### src/rtl/pipe_skid_reg.sv
// Pipeline stage register with a valid/ready handshake and a 2-entry skid buffer.
// Back-pressure is registered: in_ready depends only on skid occupancy, hold and clear.
module pipe_skid_reg #(
    parameter int N = 32
) (
    input  logic         clk,
    input  logic         rst_n,
    input  logic         hold,
    input  logic         clear,
    input  logic         in_valid,
    output logic         in_ready,
    input  logic [N-1:0] in_data,
    output logic         out_valid,
    input  logic         out_ready,
    output logic [N-1:0] out_data,
    output logic [1:0]   count
);

    logic         main_valid_q, main_valid_d;
    logic [N-1:0] main_data_q,  main_data_d;
    logic         skid_valid_q, skid_valid_d;
    logic [N-1:0] skid_data_q,  skid_data_d;
    logic         in_fire;
    logic         out_fire;

    assign in_ready  = rst_n & ~skid_valid_q & ~hold & ~clear;
    assign out_valid = main_valid_q & ~hold;
    assign in_fire   = in_valid & in_ready;
    assign out_fire  = out_valid & out_ready;
    assign out_data  = main_data_q;
    assign count     = {1'b0, main_valid_q} + {1'b0, skid_valid_q};

    always_comb begin
        main_valid_d = main_valid_q;
        main_data_d  = main_data_q;
        skid_valid_d = skid_valid_q;
        skid_data_d  = skid_data_q;
        if (hold) begin
            main_valid_d = main_valid_q;
        end else if (clear) begin
            main_valid_d = 1'b0;
            main_data_d  = '0;
            skid_valid_d = 1'b0;
            skid_data_d  = '0;
        end else if (!main_valid_q) begin
            if (in_fire) begin
                main_valid_d = 1'b1;
                main_data_d  = in_data;
            end
        end else if (out_fire) begin
            // Skid entry is older than any incoming word, so it drains first.
            if (skid_valid_q) begin
                main_data_d  = skid_data_q;
                skid_valid_d = 1'b0;
            end else if (in_fire) begin
                main_data_d  = in_data;
            end else begin
                main_valid_d = 1'b0;
            end
        end else if (in_fire) begin
            skid_valid_d = 1'b1;
            skid_data_d  = in_data;
        end
    end

    always_ff @(posedge clk) begin
        if (!rst_n) begin
            main_valid_q <= 1'b0;
            main_data_q  <= '0;
            skid_valid_q <= 1'b0;
            skid_data_q  <= '0;
        end else begin
            main_valid_q <= main_valid_d;
            main_data_q  <= main_data_d;
            skid_valid_q <= skid_valid_d;
            skid_data_q  <= skid_data_d;
        end
    end

endmodule
### config.mk
export PLATFORM = sky130hd
export DESIGN_NAME = pipe_skid_reg
export DESIGN_NICKNAME = d
export VERILOG_FILES = /design/src/rtl/pipe_skid_reg.sv
export SDC_FILE = /design/constraint.sdc
export NUM_CORES = 1
export LEC_CHECK = 0
export ABC_AREA = 1
export BUFFER_PORTS_ARGS = -buffer_cell sky130_fd_sc_hd__clkbuf_2
export CAP_MARGIN = 15
export CORE_MARGIN = 2
export CORE_UTILIZATION = 55
export CTS_CLUSTER_DIAMETER = 80
export DETAILED_ROUTE_END_ITERATION = 6
export PLACE_DENSITY = 0.8
export SLEW_MARGIN = 40
export SYNTH_ARGS = -nofsm -noshare
export SYNTH_HDL_FRONTEND = slang
export SYNTH_SLANG_ARGS = --single-unit
### constraint.sdc
create_clock -name clk -period 1.9 [get_ports clk]
set_clock_uncertainty 0.2 [all_clocks]
set_input_delay 0.285 -clock clk [delete_from_list [all_inputs] [get_ports clk]]
set_output_delay 0.285 -clock clk [all_outputs]
set_load 0.01 [all_outputs]
* Word-level counts from Yosys, hierarchy flattened
Index checks and enable logic that the tools add are counted.
** Word-level totals
- Bits in registers :: 66
- Input bits :: 38
- Output and inout bits :: 36
- Word-level logic and storage cells :: 40
** Cells by class
- Add/subtract/negate cells :: 1
- Eq/ne operators :: 2
- Muxes and demuxes :: 18
- Bitwise gates (word level) :: 9
- Reductions and logical operators :: 6
** Operator list (count)
- 32-bit two-way mux :: 9
- 1-bit two-way mux :: 9
- 1-bit AND :: 6
- 4-bit AND reduction :: 1
- 2-bit nonzero test :: 2
- 3-bit by 2-bit inequality test with 1-bit output (second input constant) :: 1
- 1-bit inverter :: 3
- 3-bit AND reduction :: 1
- 3-bit nonzero test :: 1
- 1-bit by 1-bit adder with 2-bit output :: 1
- 2-bit inequality test (second input constant) :: 1
- 2-bit AND reduction :: 1

* Longest topological paths before layout
- Depth after elaboration :: 10
- Depth in mapped cells :: 10
- Depth with buffers taken out :: 8

* Least setup slack after synthesis
Ideal clock, no wire load.
- Path type :: input -> register
- Start point :: input rst_n
- End point :: register skid_data_q[12]
- Library setup time :: 113 ps
- Arrival :: 1305 ps
- Required time :: 1587 ps
- Path slack :: 281 ps
- Stages on the path :: 9
- Buffers on the path :: 2
- Cell sequence :: buf_2 > inv_2 > nor2_4 > nand3_4 > nand2_2 > nand3_2 > clkbuf_1 > nor2_1 > nor2_1
** Between the ends
- Longest elaborated chain between the ends :: 6
** Ends and longest elaborated chain
- start: declaration :: line 7 : input logic rst_n,
- 1-bit AND (3 in series) :: line 26 : assign in_ready = rst_n & ~skid_valid_q & ~hold & ~clear;
- 1-bit AND :: line 28 : assign in_fire = in_valid & in_ready;
- 2-bit nonzero test (no source line)
- 4-bit AND reduction (no source line)
- end signal: assignment :: line 76 : skid_data_q <= skid_data_d;
- end: declaration :: line 22 : logic [N-1:0] skid_data_q, skid_data_d;
Several ways; a longest one is shown, not always the timed one.
A chain may end at the register's enable or synchronous reset.

* Final worst setup path
- Start point :: register skid_valid_q
- End point :: output in_ready
** Between the ends
- Longest elaborated chain between the ends :: 4
** Ends and longest elaborated chain
- start: declaration :: line 21 : logic skid_valid_q, skid_valid_d;
- start signal: assignment :: line 75 : skid_valid_q <= skid_valid_d;
- 1-bit inverter :: line 26
- 1-bit AND (3 in series) :: line 26
- end: declaration :: line 11 : output logic in_ready,
No other way between the ends.

==> flow_summary.ini <==
[run_status]
status = completed

[routing]
drc = 0
antenna_left = 0
routedWlPerCell_microns = 13.1
vias = 3942
routed_wl_microns = 9590
drt-initial-drc-count = 210
drtPass1Iterations = 5
via_per_inst = 5.40

[floorplanning]
die_x_microns = 83.9
top_level_ports = 74
core_area_sq_um = 6280
initial_core_util_pct = 56.0
fp.dieH_microns = 83.9
die-area_sq_um = 7050
rows = 29

[yosys]
synthAdderAreaFrac_pct = 0.356
synth_compound_area_share_pct = 8.15
synth_area_leaders = dfxtp_1, nand2_1, nor2_1, a21oi_1, nand4_1
synth_top_area_share_pct = 37.6
yosysSeqAreaShare_pct = 37.6
yosys.area_share.simple_pct = 43.6
avgSynthCellArea_sq_um = 6.07
postSynthNetCount = 618
syn_inst = 579
synth_cell_type_count = 20
synth_top_family_by_area = simple AND/OR/NAND/NOR gates
synth_flop_cell = dfxtp_1
async_flop_share_pct = 0
ys_top_cells_by_count = nand2_1, nor2_1, dfxtp_1
yosys_warnings = 0
muxShareOfSynthArea_pct = 0
synth_area_sq_um = 3510
yosysMostFrequentCell = nand2_1
yosysTopAreaCell = dfxtp_1
synth_edf_count = 0
synth_xor_area_share_pct = 0
yosys_register_bits = 66

[worst_setup_path]
worstPathRequired_ns = 1.41
cp_max_fo = 5
worst_setup_path_start_kind = register
r2r_end = skid_data_q[21]
crit_type = reg2out
crit_arrival_ns = 1.36
ff2ff_path_depth = 7
worstSetupEndpointType = output port
reg2reg_slack_ns = 0.21
reg2reg_from = skid_valid_q

[clock_tree]
cts_max_path_buffers = 2
cts_root_buffer = clkbuf_8
cts.htree.levels = 3
clkSinkCount = 66
cts_tree = built
insertion_delay_ns = 0.34
post_cts_buffers = 0
cts_buffers = 9
clkTransAtPathRegs_ns = 0.07

[pwr]
p_total_mw = 3.09
powerDensity_nw_per_um2 = 725
p_leak_nw = 2.24
ir_worst_vdd_mv = 0.467

[grt]
antenna_found_initial = 0
grt_max_degree = 63
grt_usage_pct = 28.5
grt_overflow = 0
grt_pass1_wl_microns = 16300
grt_pass1_vias = 3647

[layout]
design_area_sq_um = 4260
final_nets = 688
syn_to_final_growth_pct = 21.1
fin_util_pct = 67.8
final_layout_size_suffix_gt1_share_pct = 17.5
fillers = 569
diodes = 0

[place]
port_buffers = 73
dpl-instance-area_sq_um = 3990
hpwl_microns = 6170
place_congestion = 0.821

[run]
cap_violations = 0

[timing]
tightest_slew_ns = 0.389
slew_headroom_pct = 73.8
fmaxAchievable_mhz = 543
whs_ns = 0.0101
post-route-period-util_pct = 96.9
setup_viol = 0
hold_violations = 0
layout_min_cycle_time_ns = 1.84
rsz0062_at_grt = no
finalMaxSlewViolations = 0
finalSetupTns_ns = 0

[worst_hold_path]
hp-class = in2reg
hold-path-endpoint = skid_data_q[29]
min_path_cells = 3
min_from = in_data[29]
-- worst max-delay path by stage --
| stage | from | endpoint | depth (start not counted) |
|---|---|---|---|
| finish | skid_valid_q | in_ready | 2 |
| global route | skid_valid_q | skid_data_q[16] | 7 |
| CTS | skid_valid_q | in_ready | 2 |
| detailed placement | hold | skid_data_q[31] | 8 |
| global placement | hold | skid_data_q[26] | 8 |
| floorplan | rst_n | skid_data_q[12] | 9 |
-- power by group --
group	internal, mW	switching, mW
clock network	0.732	0.518
logic	0.138	0.250
registers	1.42	0.0233
-- per-layer routing --
layer  GRT usage, %  wire [microns]  vias up
li1               -               -     1963
met1           35.5            4140     1808
met2           48.1            4610      156
met3           6.43             667       15
met4           10.6             170        0
met5              0               0        -
-- worst max-delay path, cell delays in order, from the launching register on --
cell      delay (ns)
dfxtp_1         0.38
nor4_1          0.43
clkbuf_2        0.21
-- placed cells by master, fill, tap and decap left out, types with 3 or more instances in the layout --
| master | instances |
|---|---|
| nand2_1 | 169 |
| dlygate4sd3_1 | 7 |
| clkbuf_8 | 9 |
| buf_4 | 19 |
| nand3_1 | 35 |
| dfxtp_1 | 66 |
| a21oi_1 | 53 |
| nor2_1 | 118 |
| inv_1 | 48 |
| clkbuf_2 | 73 |
| clkbuf_1 | 3 |
| nand4_1 | 34 |
-- timing repair --
action,4_1_cts,5_1_grt
resized for setup,0,0
hold buffers,7,0
hold endpoints to repair,7,0
-- kinds of logic (layout without fill, tap and decap cells) --
group,count (synthesis),in the layout
compound gates,57,57
fa+ha+maj,1,1
buf+inv,92,166
flops,66,66
simple gates,363,363
-- metrics by stage --
| stage | cells | worst slack [ns] |
|---|---|---|
| finish | 730 | 0.0580 |
| global route | 730 | 0.0442 |
| CTS | 730 | 0.0788 |
| detailed placement | 708 | 0.160 |
| global placement | 708 | 0.185 |
| floorplan | 579 | 0.281 |
-- sequential cells by signal, indices dropped and copies added (netlist names) --
name,cells
out_data,32
main_valid_q,1
skid_valid_q,1
skid_data_q,32
-- layout make-up --
type,count,area [sq um],area share (%)
clock buffer,12,135,3.17
tap,77,96.3,2.26
timing repair buffer,101,618,14.5
sequential,66,1320,31.0
inverter,50,188,4.41
clock inverter,3,65.1,1.53
multi-input combinational,421,1830,43.1
No activity file was read; power rests on OpenSTA's default activity.
